`config.mk`:
```
export PLATFORM = sky130hd
export DESIGN_NAME = display_ctrl_flat
export DESIGN_NICKNAME = d
export VERILOG_FILES = /design/src/rtl/display_pkg.sv /design/src/rtl/display_if.sv /design/src/rtl/display_busy_timer.sv /design/src/rtl/display_ctrl.sv /design/src/flat_wrapper.sv
export SDC_FILE = /design/constraint.sdc
export NUM_CORES = 1
export LEC_CHECK = 0
export BUFFER_PORTS_ARGS = -buffer_cell sky130_fd_sc_hd__buf_2
export CAP_MARGIN = 20
export CELL_PAD_IN_SITES_DETAIL_PLACEMENT = 0
export CELL_PAD_IN_SITES_GLOBAL_PLACEMENT = 1
export CORE_MARGIN = 2
export CORE_UTILIZATION = 36
export CTS_CLUSTER_SIZE = 20
export DETAILED_ROUTE_END_ITERATION = 8
export PLACE_DENSITY = 0.92
export SETUP_SLACK_MARGIN = 0.15
export SYNTH_ARGS = -nofsm -noshare
export SYNTH_HDL_FRONTEND = slang
export SYNTH_SLANG_ARGS = --single-unit
```
`constraint.sdc`:
```
create_clock -name clk -period 2.8 [get_ports clk]
set_input_delay 0.28 -clock clk [delete_from_list [all_inputs] [get_ports clk]]
set_output_delay 0.28 -clock clk [all_outputs]
set_load 0.1 [all_outputs]
```
`src/rtl/display_pkg.sv`:
```
// Package for the LC-3 display controller.
// Holds the FSM state type, the default DSR/DDR addresses, the DSR bit
// indices and a helper that assembles the DSR read value.
package display_pkg;

  typedef enum logic [1:0] {
    IDLE   = 2'd0,
    STROBE = 2'd1,
    HOLD   = 2'd2,
    BUSY   = 2'd3
  } state_t;

  localparam logic [15:0] DSR_ADDR_DEF = 16'hFE04;
  localparam logic [15:0] DDR_ADDR_DEF = 16'hFE06;

  localparam int READY_BIT = 15;
  localparam int IE_BIT    = 14;
  localparam int OVR_BIT   = 13;

  // DSR layout: {ready, ie, ovr, 13'b0}
  function automatic logic [15:0] pack_dsr(input logic ready, input logic ie, input logic ovr);
    logic [15:0] v;
    v            = 16'h0000;
    v[READY_BIT] = ready;
    v[IE_BIT]    = ie;
    v[OVR_BIT]   = ovr;
    return v;
  endfunction

endpackage

```
`src/rtl/display_if.sv`:
```
// Bus + output-stage bundle for display_ctrl.
// Signals: addr/we/re/wdata (CPU -> controller), rdata (controller -> CPU,
// combinational), out_data/print (controller -> output stage), and irq
// (controller -> CPU) which only exists when DISPLAY_IRQ_EN is defined.
// Handshake: there is no valid/ready pair; a store is the cycle in which
// we=1 at the clock edge, a load is any cycle with re=1 and rdata is valid
// in that same cycle. Software must poll DSR.ready before storing to DDR.
interface display_if;
  logic [15:0] addr;
  logic        we;
  logic        re;
  logic [15:0] wdata;
  logic [15:0] rdata;
  logic [15:0] out_data;
  logic        print;
`ifdef DISPLAY_IRQ_EN
  logic        irq;

  modport master (output addr, output we, output re, output wdata,
                  input rdata, input out_data, input print, input irq);
  modport slave  (input addr, input we, input re, input wdata,
                  output rdata, output out_data, output print, output irq);
`else
  modport master (output addr, output we, output re, output wdata,
                  input rdata, input out_data, input print);
  modport slave  (input addr, input we, input re, input wdata,
                  output rdata, output out_data, output print);
`endif
endinterface

```
`src/rtl/display_busy_timer.sv`:
```
// busy_timer: saturating down-counter used for the post-print busy window.
// Ports: clk, rst_n (async active-low), i_load (load LOAD_VAL),
// i_dec (decrement, holds at zero), o_zero (count is zero).
module busy_timer #(
  parameter int               WIDTH    = 3,
  parameter logic [WIDTH-1:0] LOAD_VAL = '0
) (
  input  logic clk,
  input  logic rst_n,
  input  logic i_load,
  input  logic i_dec,
  output logic o_zero
);

  logic [WIDTH-1:0] r_cnt;

  always_ff @(posedge clk or negedge rst_n) begin
    if (!rst_n) begin
      r_cnt <= '0;
    end else if (i_load) begin
      r_cnt <= LOAD_VAL;
    end else if (i_dec && (r_cnt != '0)) begin
      r_cnt <= r_cnt - 1'b1;
    end
  end

  assign o_zero = (r_cnt == '0);

endmodule

```
`src/rtl/display_ctrl.sv`:
```
// display_ctrl: memory-mapped LC-3 display controller (DSR/DDR).
// A DDR store in IDLE is latched onto out_data, followed one edge later by a
// one-cycle print pulse, then a BUSY_CYCLES-long window with DSR.ready low.
// DDR stores while not idle are dropped and set the sticky DSR.ovr bit,
// which a DSR read clears (a simultaneous set wins).
// Ports: clk, rst_n (async active-low), bus (display_if.slave: addr, we, re,
// wdata, rdata, out_data, print[, irq]), o_dbg_state (FSM state).
// Optional feature macro DISPLAY_IRQ_EN: makes DSR.ie writable and adds
// irq = ready & ie; without it ie reads 0 and DSR writes are ignored.
module display_ctrl
  import display_pkg::*;
#(
  parameter logic [15:0] DSR_ADDR    = DSR_ADDR_DEF,
  parameter logic [15:0] DDR_ADDR    = DDR_ADDR_DEF,
  parameter int          BUSY_CYCLES = 4
) (
  input  logic   clk,
  input  logic   rst_n,
  display_if.slave bus,
  output state_t o_dbg_state
);

  localparam int CNT_W = $clog2(BUSY_CYCLES + 1);

  state_t      r_state;
  state_t      w_state_next;
  logic        r_ready;
  logic        r_ovr;
  logic        r_print;
  logic [15:0] r_ddr;
  logic [15:0] r_out_data;
  logic        w_ie;

  logic w_ddr_wr;
  logic w_dsr_rd;
  logic w_ddr_rd;
  logic w_accept;
  logic w_print_set;
  logic w_print_clr;
  logic w_load;
  logic w_dec;
  logic w_ready_set;
  logic w_zero;

  assign w_ddr_wr = bus.we && (bus.addr == DDR_ADDR);
  assign w_dsr_rd = bus.re && (bus.addr == DSR_ADDR);
  assign w_ddr_rd = bus.re && (bus.addr == DDR_ADDR);

  busy_timer #(
    .WIDTH    (CNT_W),
    .LOAD_VAL (CNT_W'(BUSY_CYCLES - 1))
  ) u_busy_timer (
    .clk    (clk),
    .rst_n  (rst_n),
    .i_load (w_load),
    .i_dec  (w_dec),
    .o_zero (w_zero)
  );

  always_ff @(posedge clk or negedge rst_n) begin
    if (!rst_n) r_state <= IDLE;
    else        r_state <= w_state_next;
  end

  always_comb begin
    w_state_next = r_state;
    w_accept     = 1'b0;
    w_print_set  = 1'b0;
    w_print_clr  = 1'b0;
    w_load       = 1'b0;
    w_dec        = 1'b0;
    w_ready_set  = 1'b0;
    unique case (r_state)
      IDLE: begin
        if (w_ddr_wr) begin
          w_accept     = 1'b1;
          w_state_next = STROBE;
        end
      end
      STROBE: begin
        w_print_set  = 1'b1;
        w_state_next = HOLD;
      end
      HOLD: begin
        w_print_clr  = 1'b1;
        w_load       = 1'b1;
        w_state_next = BUSY;
      end
      BUSY: begin
        // The timer saturates, so decrementing on the final edge is harmless.
        w_dec = 1'b1;
        if (w_zero) begin
          w_ready_set  = 1'b1;
          w_state_next = IDLE;
        end
      end
      default: w_state_next = IDLE;
    endcase
  end

  always_ff @(posedge clk or negedge rst_n) begin
    if (!rst_n) begin
      r_ready    <= 1'b1;
      r_ovr      <= 1'b0;
      r_print    <= 1'b0;
      r_ddr      <= 16'h0000;
      r_out_data <= 16'h0000;
    end else begin
      if (w_accept) begin
        r_ddr      <= bus.wdata;
        r_out_data <= bus.wdata;
        r_ready    <= 1'b0;
      end else if (w_ready_set) begin
        r_ready <= 1'b1;
      end

      if (w_print_set)      r_print <= 1'b1;
      else if (w_print_clr) r_print <= 1'b0;

      // A dropped store and a clearing DSR read in the same cycle leave ovr set.
      if (w_ddr_wr && (r_state != IDLE)) r_ovr <= 1'b1;
      else if (w_dsr_rd)                 r_ovr <= 1'b0;
    end
  end

`ifdef DISPLAY_IRQ_EN
  logic r_ie;
  logic w_dsr_wr;

  assign w_dsr_wr = bus.we && (bus.addr == DSR_ADDR);

  always_ff @(posedge clk or negedge rst_n) begin
    if (!rst_n)        r_ie <= 1'b0;
    else if (w_dsr_wr) r_ie <= bus.wdata[IE_BIT];
  end

  assign w_ie    = r_ie;
  assign bus.irq = r_ready & r_ie;
`else
  assign w_ie = 1'b0;
`endif

  always_comb begin
    bus.rdata = 16'h0000;
    if (w_dsr_rd)      bus.rdata = pack_dsr(r_ready, w_ie, r_ovr);
    else if (w_ddr_rd) bus.rdata = r_ddr;
  end

  assign bus.out_data = r_out_data;
  assign bus.print    = r_print;
  assign o_dbg_state  = r_state;

endmodule
```
`src/flat_wrapper.sv`:
```
// flat-port wrapper written by rule: the top's interface ports become plain ports
module display_ctrl_flat import display_pkg::*;
#(
  parameter logic [15:0] DSR_ADDR    = DSR_ADDR_DEF,
  parameter logic [15:0] DDR_ADDR    = DDR_ADDR_DEF,
  parameter int          BUSY_CYCLES = 4
)
  (clk, rst_n, o_dbg_state, bus_addr, bus_we, bus_re, bus_wdata, bus_rdata, bus_out_data, bus_print);
  display_if bus_i ();
  input  logic clk;
  input  logic rst_n;
  output state_t o_dbg_state;
  input wire logic [$bits(bus_i.addr)-1:0] bus_addr;
  input wire logic [$bits(bus_i.we)-1:0] bus_we;
  input wire logic [$bits(bus_i.re)-1:0] bus_re;
  input wire logic [$bits(bus_i.wdata)-1:0] bus_wdata;
  output wire logic [$bits(bus_i.rdata)-1:0] bus_rdata;
  output wire logic [$bits(bus_i.out_data)-1:0] bus_out_data;
  output wire logic [$bits(bus_i.print)-1:0] bus_print;
  assign bus_i.addr = bus_addr;
  assign bus_i.we = bus_we;
  assign bus_i.re = bus_re;
  assign bus_i.wdata = bus_wdata;
  assign bus_rdata = bus_i.rdata;
  assign bus_out_data = bus_i.out_data;
  assign bus_print = bus_i.print;
  display_ctrl #(.DSR_ADDR(DSR_ADDR), .DDR_ADDR(DDR_ADDR), .BUSY_CYCLES(BUSY_CYCLES)) u_core (.clk(clk), .rst_n(rst_n), .bus(bus_i), .o_dbg_state(o_dbg_state));
endmodule
```
==> results.tsv <==
stage	metric	value	unit
placement	dpl_cell_area	1780	um2
placement	io_buffers	70	
route	viasPerCell	4.63	
layout	final_common_cell	buf_2	
layout	insertedDiodeCount	0	
pwr	p_sw_share	39.1	%
pwr	p_per_area	660	nW/um2
timing	rsz0062_at_grt	no	
pwr	p_seq_share	34.4	%
worst_setup_path	crit_slowest_cell	and3_1	
worst_setup_path	startpoint_type	input port	
worst_setup_path	critPathArrivalTime	2.12	ns
layout	nets	231	
global_route	grt_overflow_total	0	
pwr	pwr-share-clk	24.8	%
timing	finClkSkew	0.00117	ns
worst_setup_path	cp.required	2.52	ns
run_status	outcome	complete, but fails checks	
clock_network	root_buffer	clkbuf_8	
route	routed_wl	3070	um
placement	place_congestion	0.752	
clock_network	clock_sinks	24	
pwr	power	0.00122	W
global_route	grt_pass1_vias	1093	
route	firstDrtPassIters	2	
synth	netlist_instances	114	
timing	fin_tns_setup	0	ns
timing	holdWs	-0.0266	ns
pwr	p_sw	0.000476	W
worst_setup_path	worst-setup-path-type	input port to output port	
worst_setup_path	cp_common_cell	buf_2	
clock_network	clk_path_buf_depth	2	
layout	fin_cells	235	
worst_setup_path	r2r_start	u_core.o_dbg_state[1]$_DFFE_PN0P_	
timing	setup_violations	0	
layout	stdcell_area	1850	um2
floorplan	io-pin-count	71	
floorplan	num_rows	22	
run_status	violations	hold timing	
synth	syn_area	1380	um2
clock_network	clk_latency	0.26	ns
synth	yosys_warnings	0	
floorplan	die_y	66.0	um
placement	hpwlAfterDp	2430	um
floorplan	dieArea	4350	um2
pwr	combPwrFrac	40.8	%
global_route	grt_pass1_wl	5060	um
worst_setup_path	path_max_fanout	14	
route	antenna_left	0	
synth	synth_fp_nets	157	
synth	ys_dominant_reg_cell	dfrtp_1	
worst_setup_path	crit_path_start	bus_addr[5]	
worst_setup_path	end_kind	output port	
clock_network	cts_resized	0	
timing	fin_ws	0.400	ns
floorplan	coreArea	3690	um2
timing	fmax	417	MHz
timing	finalHoldViolCount	23	
global_route	grt_max_degree	25	
synth	avgSynthCellArea	12.1	um2
route	drc	0	
route	drtIter0Drc	9	
route	wl_per_cell	13.1	um
pwr	p_leak	1.07	nW
worst_setup_path	slowest_delay	0.45	ns
placement	post-place-ws	0.380	ns
synth	async_reset_ff_share	100	%
timing	period_share	85.7	%
clock_network	ctsHoldBuffers	0	
placement	dp_cells	231	
clock_network	clk_pin_slew	0.08	ns
clock_network	cts_tree	yes	
clock_network	cts_made_buffers	3	
route	via_count	1088	
min_path	min_path_type	input port to async pin	
synth	synth_edf_count	0	
floorplan	die_w	66.0	um
clock_network	postCtsSetupRepairBufs	0	
timing	fin_crit	2.40	ns
synth	yosysUniqueCellTypes	31	
global_route	antenna_found_initial	0	
worst_setup_path	crit_chain	buf_2, nor4b_4, and4_1, and3_1, and2_1, buf_2	
floorplan	initial_utilization	37.5	%
clock_network	htreeDepth	1	
synth	ys_ff_latch	24	
layout	filler_cell_count	360	
layout	syn_to_final_growth	33.7	%
timing	maxSlewHeadroom	65.8	%
pwr	internal_power	0.000743	W
job	maxCapViolations	0	
layout	drive_above_1_share	52.9	%
layout	final_cell_mix	buf_2, dfrtp_1, and2_1	
synth	ys_seq_area_share	43.5	%
global_route	track_usage	15.0	%
timing	slew_viol_final	0	
pwr	ir_worst_vdd	0.447	mV
timing	tightest_slew	0.513	ns
## power by group through the flow
stage | Sequential (W) | Clock (W) | Combinational [W]
after floorplan | 0.000568 | 0 | 0.000249
after global placement | 0.000426 | 0 | 0.000495
after detailed placement | 0.000426 | 0 | 0.000502
after CTS | 0.000420 | 0.000313 | 0.000503
after global routing | 0.000424 | 0.000325 | 0.000548
final | 0.000419 | 0.000302 | 0.000498
## flip-flops by register name (all words and copies together), names as in the netlist
signal / cells
u_core.u_busy_timer.r_cnt: 3
u_core.bus.print: 1
u_core.o_dbg_state: 2
u_core.r_ddr: 16
u_core.r_ovr: 1
u_core.r_ready: 1
## final cells by class
type                    count  area [um2]  share of cell area [%]
clock inverters             1        30.0                    1.62
repair buffers             71         358                    19.4
flip-flops and latches     24         602                    32.6
well taps                  48        60.1                    3.25
multi-input cells          80         727                    39.3
clock buffers               3        41.3                    2.23
inverters                   8        30.0                    1.62
## layer usage
metal / track usage (%) / wire length, um / vias up
li1: - / - / 541
met1: 19.7 / 1320 / 504
met2: 25.4 / 1510 / 39
met3: 2.56 / 206 / 4
met4: 4.59 / 32 / 0
met5: 0 / 0 / -
## final timing paths
kind | end | slack [ns] | cells after the start
worst min register to register | u_core.u_busy_timer.r_cnt[1]$_DFFE_PN0P_ | 0.50 | 1
worst min-delay path | u_core.bus.print$_DFFE_PN0P_ | -0.03 | 1
max in group asynchronous | u_core.r_ready$_DFFE_PN1P_ | 2.46 | 1
worst max register to register | u_core.r_ddr[8]$_DFFE_PN0P_ | 0.73 | 6
worst max-delay path | bus_rdata[5] | 0.40 | 6
min in group clk | u_core.r_ddr[13]$_DFFE_PN0P_ | 0.24 | 2
## cell usage after synthesis (all sizes together) (2+ instances only)
library cell	count	share of area, %
ha	7	6.3
nor3	4	2.3
mux2	19	18
nand2	3	0.81
a21oi	3	1.1
nand2b	2	0.90
nand3	2	0.72
and4bb	2	1.8
dfrtp	23	42
and4	2	1.3
nor2	7	1.9
and2	14	6.3
mux2i	3	2.2
inv	8	2.2
and3	2	0.90
## per-stage QoR
stage	hold slack [ns]	utilization, %
after floorplan	-0.0156	-
after global placement	0.296	48.2
after detailed placement	0.301	48.2
after CTS	0.00725	50.1
after global routing	0.0210	50.1
final	-0.0266	50.1
## worst max-delay path: cells and delay by family
kind	cells	cell delay (ns)
buf+inv	2	0.53
simple gates	4	1.30
## cells by family after synthesis
kind of cell             share of synthesized area [%]
AND/OR/NAND/NOR                                   20.7
flip-flops                                        43.5
buffers and inverters                             3.89
adder cells (fa/ha/maj)                           6.33
XOR/XNOR                                          1.27
AO/OA/AOI/OAI                                     4.16
multiplexers                                      20.1
Power figures use the tool's default switching activity.
